`config.mk`:
```
export PLATFORM = sky130hd
export DESIGN_NAME = gray_code_counter_flat
export DESIGN_NICKNAME = d
export VERILOG_FILES = /design/src/rtl/gray_pkg.sv /design/src/rtl/gray_code_counter_if.sv /design/src/rtl/gray_code_counter_bin_to_gray.sv /design/src/rtl/gray_code_counter.sv /design/src/flat_wrapper.sv
export SDC_FILE = /design/constraint.sdc
export NUM_CORES = 1
export LEC_CHECK = 0
export CAP_MARGIN = 20
export CELL_PAD_IN_SITES_DETAIL_PLACEMENT = 1
export CELL_PAD_IN_SITES_GLOBAL_PLACEMENT = 2
export CORE_MARGIN = 2
export CORE_UTILIZATION = 27
export DETAILED_ROUTE_END_ITERATION = 8
export GPL_ROUTABILITY_DRIVEN = 0
export GPL_TIMING_DRIVEN = 0
export HOLD_SLACK_MARGIN = 0.15
export PLACE_DENSITY_LB_ADDON = 0.1
export SETUP_SLACK_MARGIN = 0.5
export SYNTH_ARGS = -nofsm -noshare
export SYNTH_HDL_FRONTEND = slang
export SYNTH_SLANG_ARGS = --single-unit
```
`constraint.sdc`:
```
create_clock -name clk -period 1.8 [get_ports clk]
set_input_delay 0.36 -clock clk [delete_from_list [all_inputs] [get_ports clk]]
set_output_delay 0.36 -clock clk [all_outputs]
set_load 0.005 [all_outputs]
```
`src/rtl/gray_pkg.sv`:
```
// Shared constants, operation encoding and Gray-code helpers for the
// gray_code_counter slice and its consumers.
package gray_pkg;

  localparam int unsigned GRAY_WIDTH_DEFAULT = 4;
  localparam int unsigned GRAY_WIDTH_MAX     = 16;

  typedef enum logic [2:0] {
    OP_HOLD,
    OP_CLEAR,
    OP_LOAD,
    OP_UP,
    OP_DOWN
  } op_e;

  function automatic logic [GRAY_WIDTH_MAX-1:0] bin2gray(
    input logic [GRAY_WIDTH_MAX-1:0] b
  );
    return b ^ (b >> 1);
  endfunction

  // True when the two codes differ in exactly one bit position.
  function automatic logic gray_onehot_diff(
    input logic [GRAY_WIDTH_MAX-1:0] a,
    input logic [GRAY_WIDTH_MAX-1:0] b
  );
    logic [GRAY_WIDTH_MAX-1:0] x;
    x = a ^ b;
    return (x != '0) && ((x & (x - 1'b1)) == '0);
  endfunction

endpackage

```
`src/rtl/gray_code_counter_if.sv`:
```
// Control and result bundle of the Gray-code counter.
interface gray_code_counter_if
  import gray_pkg::*;
#(
  parameter int unsigned WIDTH = GRAY_WIDTH_DEFAULT
);

  logic             en;
  logic             up_dn;
  logic             clear;
  logic             load;
  logic [WIDTH-1:0] load_val;
  logic [WIDTH-1:0] gray_out;
  logic             wrap;
  logic             step;

  modport master (
    output en, up_dn, clear, load, load_val,
    input  gray_out, wrap, step
  );

  modport slave (
    input  en, up_dn, clear, load, load_val,
    output gray_out, wrap, step
  );

endinterface

```
`src/rtl/gray_code_counter_bin_to_gray.sv`:
```
// Combinational binary to reflected-binary Gray encoder.
module bin_to_gray #(
  parameter int unsigned WIDTH = 4
) (
  input  logic [WIDTH-1:0] bin,
  output logic [WIDTH-1:0] gray
);

  assign gray = bin ^ (bin >> 1);

endmodule

```
`src/rtl/gray_code_counter.sv`:
```
// Registered up/down binary counter whose output register holds the Gray
// encoding of the next count, so gray_out tracks the count with no lag.
module gray_code_counter
  import gray_pkg::*;
#(
  parameter int unsigned WIDTH = GRAY_WIDTH_DEFAULT
) (
  input  logic                clk,
  input  logic                rst_n,
  gray_code_counter_if.slave  bus
);

  logic [WIDTH-1:0] cnt;
  logic [WIDTH-1:0] next_cnt;
  logic [WIDTH-1:0] next_gray;
  logic             next_wrap;
  logic             next_step;
  op_e              op;

  // Priority: clear, then load, then an enabled count step.
  always_comb begin
    op = OP_HOLD;
    if (bus.clear)     op = OP_CLEAR;
    else if (bus.load) op = OP_LOAD;
    else if (bus.en)   op = bus.up_dn ? OP_UP : OP_DOWN;
  end

  always_comb begin
    next_cnt  = cnt;
    next_wrap = 1'b0;
    next_step = 1'b0;
    unique case (op)
      OP_CLEAR: next_cnt = '0;
      OP_LOAD:  next_cnt = bus.load_val;
      OP_UP: begin
        next_cnt  = cnt + WIDTH'(1);
        next_wrap = &cnt;
        next_step = 1'b1;
      end
      OP_DOWN: begin
        next_cnt  = cnt - WIDTH'(1);
        next_wrap = ~|cnt;
        next_step = 1'b1;
      end
      default: next_cnt = cnt;
    endcase
  end

  bin_to_gray #(
    .WIDTH (WIDTH)
  ) u_bin_to_gray (
    .bin  (next_cnt),
    .gray (next_gray)
  );

  always_ff @(posedge clk or negedge rst_n) begin
    if (!rst_n) begin
      cnt          <= '0;
      bus.gray_out <= '0;
      bus.wrap     <= 1'b0;
      bus.step     <= 1'b0;
    end else begin
      cnt          <= next_cnt;
      bus.gray_out <= next_gray;
      bus.wrap     <= next_wrap;
      bus.step     <= next_step;
    end
  end

endmodule

```
`src/flat_wrapper.sv`:
```
// flat-port wrapper written by rule: the top's interface ports become plain ports
module gray_code_counter_flat import gray_pkg::*;
#(
  parameter int unsigned WIDTH = GRAY_WIDTH_DEFAULT
)
  (clk, rst_n, bus_en, bus_up_dn, bus_clear, bus_load, bus_load_val, bus_gray_out, bus_wrap, bus_step);
  gray_code_counter_if #(.WIDTH(WIDTH)) bus_i ();
  input  logic clk;
  input  logic rst_n;
  input wire logic [$bits(bus_i.en)-1:0] bus_en;
  input wire logic [$bits(bus_i.up_dn)-1:0] bus_up_dn;
  input wire logic [$bits(bus_i.clear)-1:0] bus_clear;
  input wire logic [$bits(bus_i.load)-1:0] bus_load;
  input wire logic [$bits(bus_i.load_val)-1:0] bus_load_val;
  output wire logic [$bits(bus_i.gray_out)-1:0] bus_gray_out;
  output wire logic [$bits(bus_i.wrap)-1:0] bus_wrap;
  output wire logic [$bits(bus_i.step)-1:0] bus_step;
  assign bus_i.en = bus_en;
  assign bus_i.up_dn = bus_up_dn;
  assign bus_i.clear = bus_clear;
  assign bus_i.load = bus_load;
  assign bus_i.load_val = bus_load_val;
  assign bus_gray_out = bus_i.gray_out;
  assign bus_wrap = bus_i.wrap;
  assign bus_step = bus_i.step;
  gray_code_counter #(.WIDTH(WIDTH)) u_core (.clk(clk), .rst_n(rst_n), .bus(bus_i));
endmodule
```
### Yosys cells after proc, flatten, opt, wreduce, memory -nomap -nowiden

Cells that the tools add are included.

* register bits: 10
* logic and storage cells: 22
* bits of input ports: 10
* output and inout bits: 6

* eq/ne operators: 4
* multiplexer cells: 7
* reductions and logical operators: 4
* bitwise operators: 1
* add/sub/neg operators: 2

Operator list (number)
* $pmux W4 S4: 1
* $mux W3: 4
* $eq A3 B2 Y1 const B: 2
* $add A4 B1 Y4 const B: 1
* $reduce_and A4 Y1: 1
* $reduce_or A4 Y1: 1
* $sub A4 B1 Y4 const B: 1
* $xor A4 B3 Y4: 1
* $eq A3 B1 Y1 const B: 1
* $eq A3 B3 Y1 const B: 1
* $pmux W1 S2: 1
* $reduce_or A2 Y1: 1
* $logic_not A1 Y1: 1
* $mux W1: 1

### Longest topological paths before layout

* depth after elaboration: 7
* mapped depth: 9
* depth with buffers taken out: 8

### Modules after synthesis

Synthesis repeated with hierarchy kept, for this count alone.

* cell total of the unflattened synthesis: 47
* area, all modules: 515.5 µm²

Modules (own cells, without submodules)
* gray_code_counter: instances 1, sequential area each 250.2 µm², cells an instance 43, area an instance 481.7 µm²
* bin_to_gray: instances 1, sequential area each 0.0 µm², cells an instance 4, area an instance 33.8 µm²

### Worst setup path after synthesis

No wires, ideal clock.

* kind: input -> register
* from: input port bus_load
* to: register u_core.bus.gray_out[0]
* arrival: 1.928 ns
* setup time: 0.128 ns
* buffers on the path: 1
* setup slack: -0.256 ns
* stages: 9
* required time: 1.672 ns
* path through: buf_6 > nor2_4 > nand2_2 > nor2_1 > fa_1 > mux2_1 > mux2i_1 > nor2_2 > xor2_1

* word-level cells in the longest chain between the ends: 5
* elaborated cells on any way between the ends: 8
* classes of those cells: 4 x eq/ne; 3 x mux; 1 x bitwise

Ends and longest elaborated chain
* start, declared: RTL line flat_wrapper.sv:13 `input wire logic [$bits(bus_i.load)-1:0] bus_load;`
* $mux W3 *: RTL line gray_code_counter.sv:24 `else if (bus.load) op = OP_LOAD;`
* $mux W3 *: RTL line gray_code_counter.sv:23 `if (bus.clear) op = OP_CLEAR;`
* $eq A3 B3 Y1 (tied with other cells): RTL line gray_code_counter.sv:32 `unique case (op)`
* $pmux W4 S4 *: RTL line gray_code_counter.sv:32
* via u_core.next_cnt[1]: RTL line gray_code_counter.sv:14 `logic [WIDTH-1:0] next_cnt;`
* $xor A4 B3 Y4 *: RTL line gray_code_counter_bin_to_gray.sv:9 `assign gray = bin ^ (bin >> 1);`
* via u_core.next_gray[0]: RTL line gray_code_counter.sv:15 `logic [WIDTH-1:0] next_gray;`
* end signal, assigned: RTL line gray_code_counter.sv:64 `bus.gray_out <= next_gray;`
* end, declared: RTL line gray_code_counter_if.sv:24 `output gray_out, wrap, step`

Mark *: on every way through the listed nets, which the timed path passes. The rest lies on a longest branch.

### Worst setup path after layout

* from: input port bus_clear
* to: register u_core.bus.gray_out[0]

* word-level cells in the longest chain between the ends: 4
* elaborated cells on any way between the ends: 7
* classes of those cells: 4 x eq/ne; 2 x mux; 1 x bitwise

Ends and longest elaborated chain
* start, declared: RTL line flat_wrapper.sv:12 `input wire logic [$bits(bus_i.clear)-1:0] bus_clear;`
* $mux W3 *: RTL line gray_code_counter.sv:23
* $eq A3 B3 Y1 (tied with other cells): RTL line gray_code_counter.sv:32
* $pmux W4 S4 *: RTL line gray_code_counter.sv:32
* via u_core.next_cnt[1]: RTL line gray_code_counter.sv:14
* $xor A4 B3 Y4 *: RTL line gray_code_counter_bin_to_gray.sv:9
* via u_core.next_gray[0]: RTL line gray_code_counter.sv:15

Marks and branches as above.

==> impl_metrics.py <==
metrics = {
    "pwr": {
        "ir_drop_mv": 0.595,
        "power_density_nw_per_um2": 607,
        "total_power_uw": 568,
        "power_leakage_nw": 0.429,
    },
    "logic_synthesis": {
        "syn_area_sq_um": 529,
        "synth_warnings": 0,
        "netlist.top_cell.by_area": "dfrtp_1",
        "ys_seq_elements": 9,
        "ys_top_cells_by_area": "dfrtp_1 (43%), o32ai_4 (5.2%), xnor2_1 (5.0%)",
        "synth_seq_area_share_pct": 42.6,
        "synth_top_area_share_pct": 42.6,
        "syn_nets": 60,
        "synth_cell_type_count": 23,
        "synthCells": 47,
        "avgSynthCellArea_sq_um": 11.3,
    },
    "layout": {
        "multi_input_area_sq_um": 379,
        "n_antenna_cell": 0,
        "final_layout_size_suffix_gt1_share_pct": 51.9,
        "area_delta_synth_final_pct": 76.6,
        "layout_commonest_cell": "buf_4",
        "final_nets": 91,
        "final_cell_mix": "buf_4 (11), dfrtp_1 (7), clkdlybuf4s50_1 (5), dlygate4sd2_1 (5), nor2_1 (4)",
        "ff_latch_area_sq_um": 228,
        "fin_util_pct": 49.1,
        "fillers": 211,
    },
    "job": {
        "cap_violations": 0,
    },
    "timing": {
        "setup_ws_ns": 0.0932,
        "max_freq_ghz": 0.586,
        "rsz0062_at_grt": "true",
        "clock_skew_ns": 0.00130,
        "worstMarginPinSlew_ns": 0.378,
        "hold_viol_final": 0,
        "fin_crit_ns": 1.71,
        "setup_tns_ns": 0,
        "slew_headroom_pct": 74.7,
        "slew_viol_final": 0,
        "fin_crit_sh_pct": 94.8,
        "setup_viol": 0,
    },
    "floorplanning": {
        "die_w_microns": 48.3,
        "fp.dieArea_sq_um": 2330,
        "core-area_sq_um": 1900,
        "io_pins": 16,
        "die_height_microns": 48.3,
        "start_util_pct": 27.8,
        "num_rows": 16,
    },
    "grt": {
        "antenna_found_initial": 0,
        "grt_start_max_net_pins": 10,
        "track_usage_pct": 12.3,
        "grt_pass1_vias": 433,
        "grt_overflow": 0,
        "grt_pass1_wl_microns": 1940,
    },
    "route": {
        "vias_per_cell": 4.15,
        "routedWlPerCell_microns": 11.6,
        "detail-route-antenna-nets": 0,
        "drt_pass1_iterations": 2,
        "first_iter_violations": 1,
        "drc_errors": 0,
        "vias": 432,
        "drt-total-wl_microns": 1210,
    },
    "critical_path": {
        "critPathMaxStageDelay_ns": 0.41,
        "startpoint": "bus_clear",
        "path_common_cell": "nor2_4",
        "crit_path_cell_trace": "buf_12 -> nor2_4 -> nand2_4 -> nor2_4 -> fa_1 -> mux2_4 -> mux2i_4 -> nor2_4 -> xor2_1",
        "required_ns": 1.93,
        "end_kind": "register",
        "startpoint_type": "primary input",
        "arrival_ns": 1.83,
        "crit_path_max_fanout": 4,
        "cp.buffers_inverters": 1,
        "r2r_start": "u_core.cnt[1]$_DFF_PN0_",
        "worst-setup-path-type": "primary input to register",
        "crit_slowest_cell": "fa_1",
        "path_delay_family": "multiplexers",
    },
    "cts": {
        "clkTransAtPathRegs_ns": 0.05,
        "clock-sinks": 9,
        "worst_skew_pair.late_latency_ns": 0.25,
        "cts-root-buf": "clkbuf_4",
        "cts_tree": "yes",
        "cts_made_buffers": 3,
        "htreeDepth": 1,
        "clock_path_buffers": 2,
    },
    "placed_design": {
        "place_ws_ns": -0.809,
        "port_buffers": 14,
        "dp_hpwl_microns": 836,
    },
    "status": {
        "outcome": "completed",
    },
    "min_path": {
        "min_from": "bus_clear",
        "hp-class": "primary input to register",
    },
}
-- sequential cells by signal, indices dropped and copies added (netlist names) --
| signal | count |
|---|---|
| u_core.bus.gray_out | 4 |
| u_core.bus.wrap | 1 |
| u_core.bus.step | 1 |
| u_core.cnt | 3 |
-- worst paths after layout --
kind	to	slack, ns	depth (start not counted)
min	u_core.cnt[1]$_DFF_PN0_	0.38	3
max in group asynchronous	u_core.cnt[0]$_DFF_PN0_	1.11	1
max reg2reg	u_core.bus.gray_out[0]$_DFF_PN0_	0.13	5
min reg2reg	u_core.bus.wrap$_DFF_PN0_	0.64	3
max	u_core.bus.gray_out[0]$_DFF_PN0_	0.09	9
min in group asynchronous	u_core.bus.wrap$_DFF_PN0_	0.40	1
-- power by group --
part	switching (mW)	internal (mW)
registers	0.0122	0.223
logic	0.0791	0.109
clock network	0.0598	0.0847
total	0.151	0.417
-- metrics by stage --
step	cell area [sq um]	cells	hold slack, ns
5_1_grt	935	104	0.368
6_report	935	104	0.383
2_1_floorplan	553	47	0.0644
3_3_place_gp	727	88	0.616
3_5_place_dp	727	88	0.620
4_1_cts	846	99	0.310
-- repair_timing --
item                       in CTS  in global routing
setup buffers                   7                  5
pin swaps                      12                 12
setup endpoints to repair      12                  6
hold buffers                    0                  0
cloned                          0                  0
gates resized for setup        37                 10
-- worst min-delay path: stages --
cell and delay (ns):
buf_12 0.08, buf_4 0.11, nor2_4 0.04
-- cells in the mapped netlist --
cell type and instances:
fa_1 1, mux2_1 1, nor2_4 1, mux2i_1 2, nand3_1 2, a21oi_2 1
buf_6 1, nor2_2 1, nor3_1 1, a21oi_1 4, and3b_1 1, and3_2 2
a22oi_1 1, dfrtp_1 9, nor2_1 5, buf_4 1, xor2_1 3, nand2_2 1
inv_1 2, ha_1 2, o32ai_4 1, nand2_1 1, xnor2_1 3
-- final cells by class --
cell class,instances,share of cell area [%]
clock buffers,4,2.81
plain buffers,2,2.95
repair buffers,26,24.9
inverters,2,0.803
flip-flops and latches,9,24.4
multi-input cells,34,40.6
well taps,27,3.61
-- metal layers --
layer / vias up / GRT usage [%] / part of all wire, % / wire length [microns]
met5: - / 0 / 0 / 0
met4: 0 / 0 / 0 / 0
met3: 0 / 4.44 / 2.7 / 33
met2: 6 / 22.1 / 55 / 667
met1: 208 / 14.8 / 42 / 505
li1: 218 / - / - / -
-- cell families (layout without fill, tap and decap cells) --
group	after synthesis	count (layout)	synth area share, %
buf+inv	4	34	4.97
mux	3	3	5.91
compound gates	7	7	12.1
xor+xnor	6	6	9.93
simple gates	15	15	16.1
flops	9	9	42.6
fa+ha+maj	3	3	8.51
Note: power is estimated with default switching activity, not from simulation.
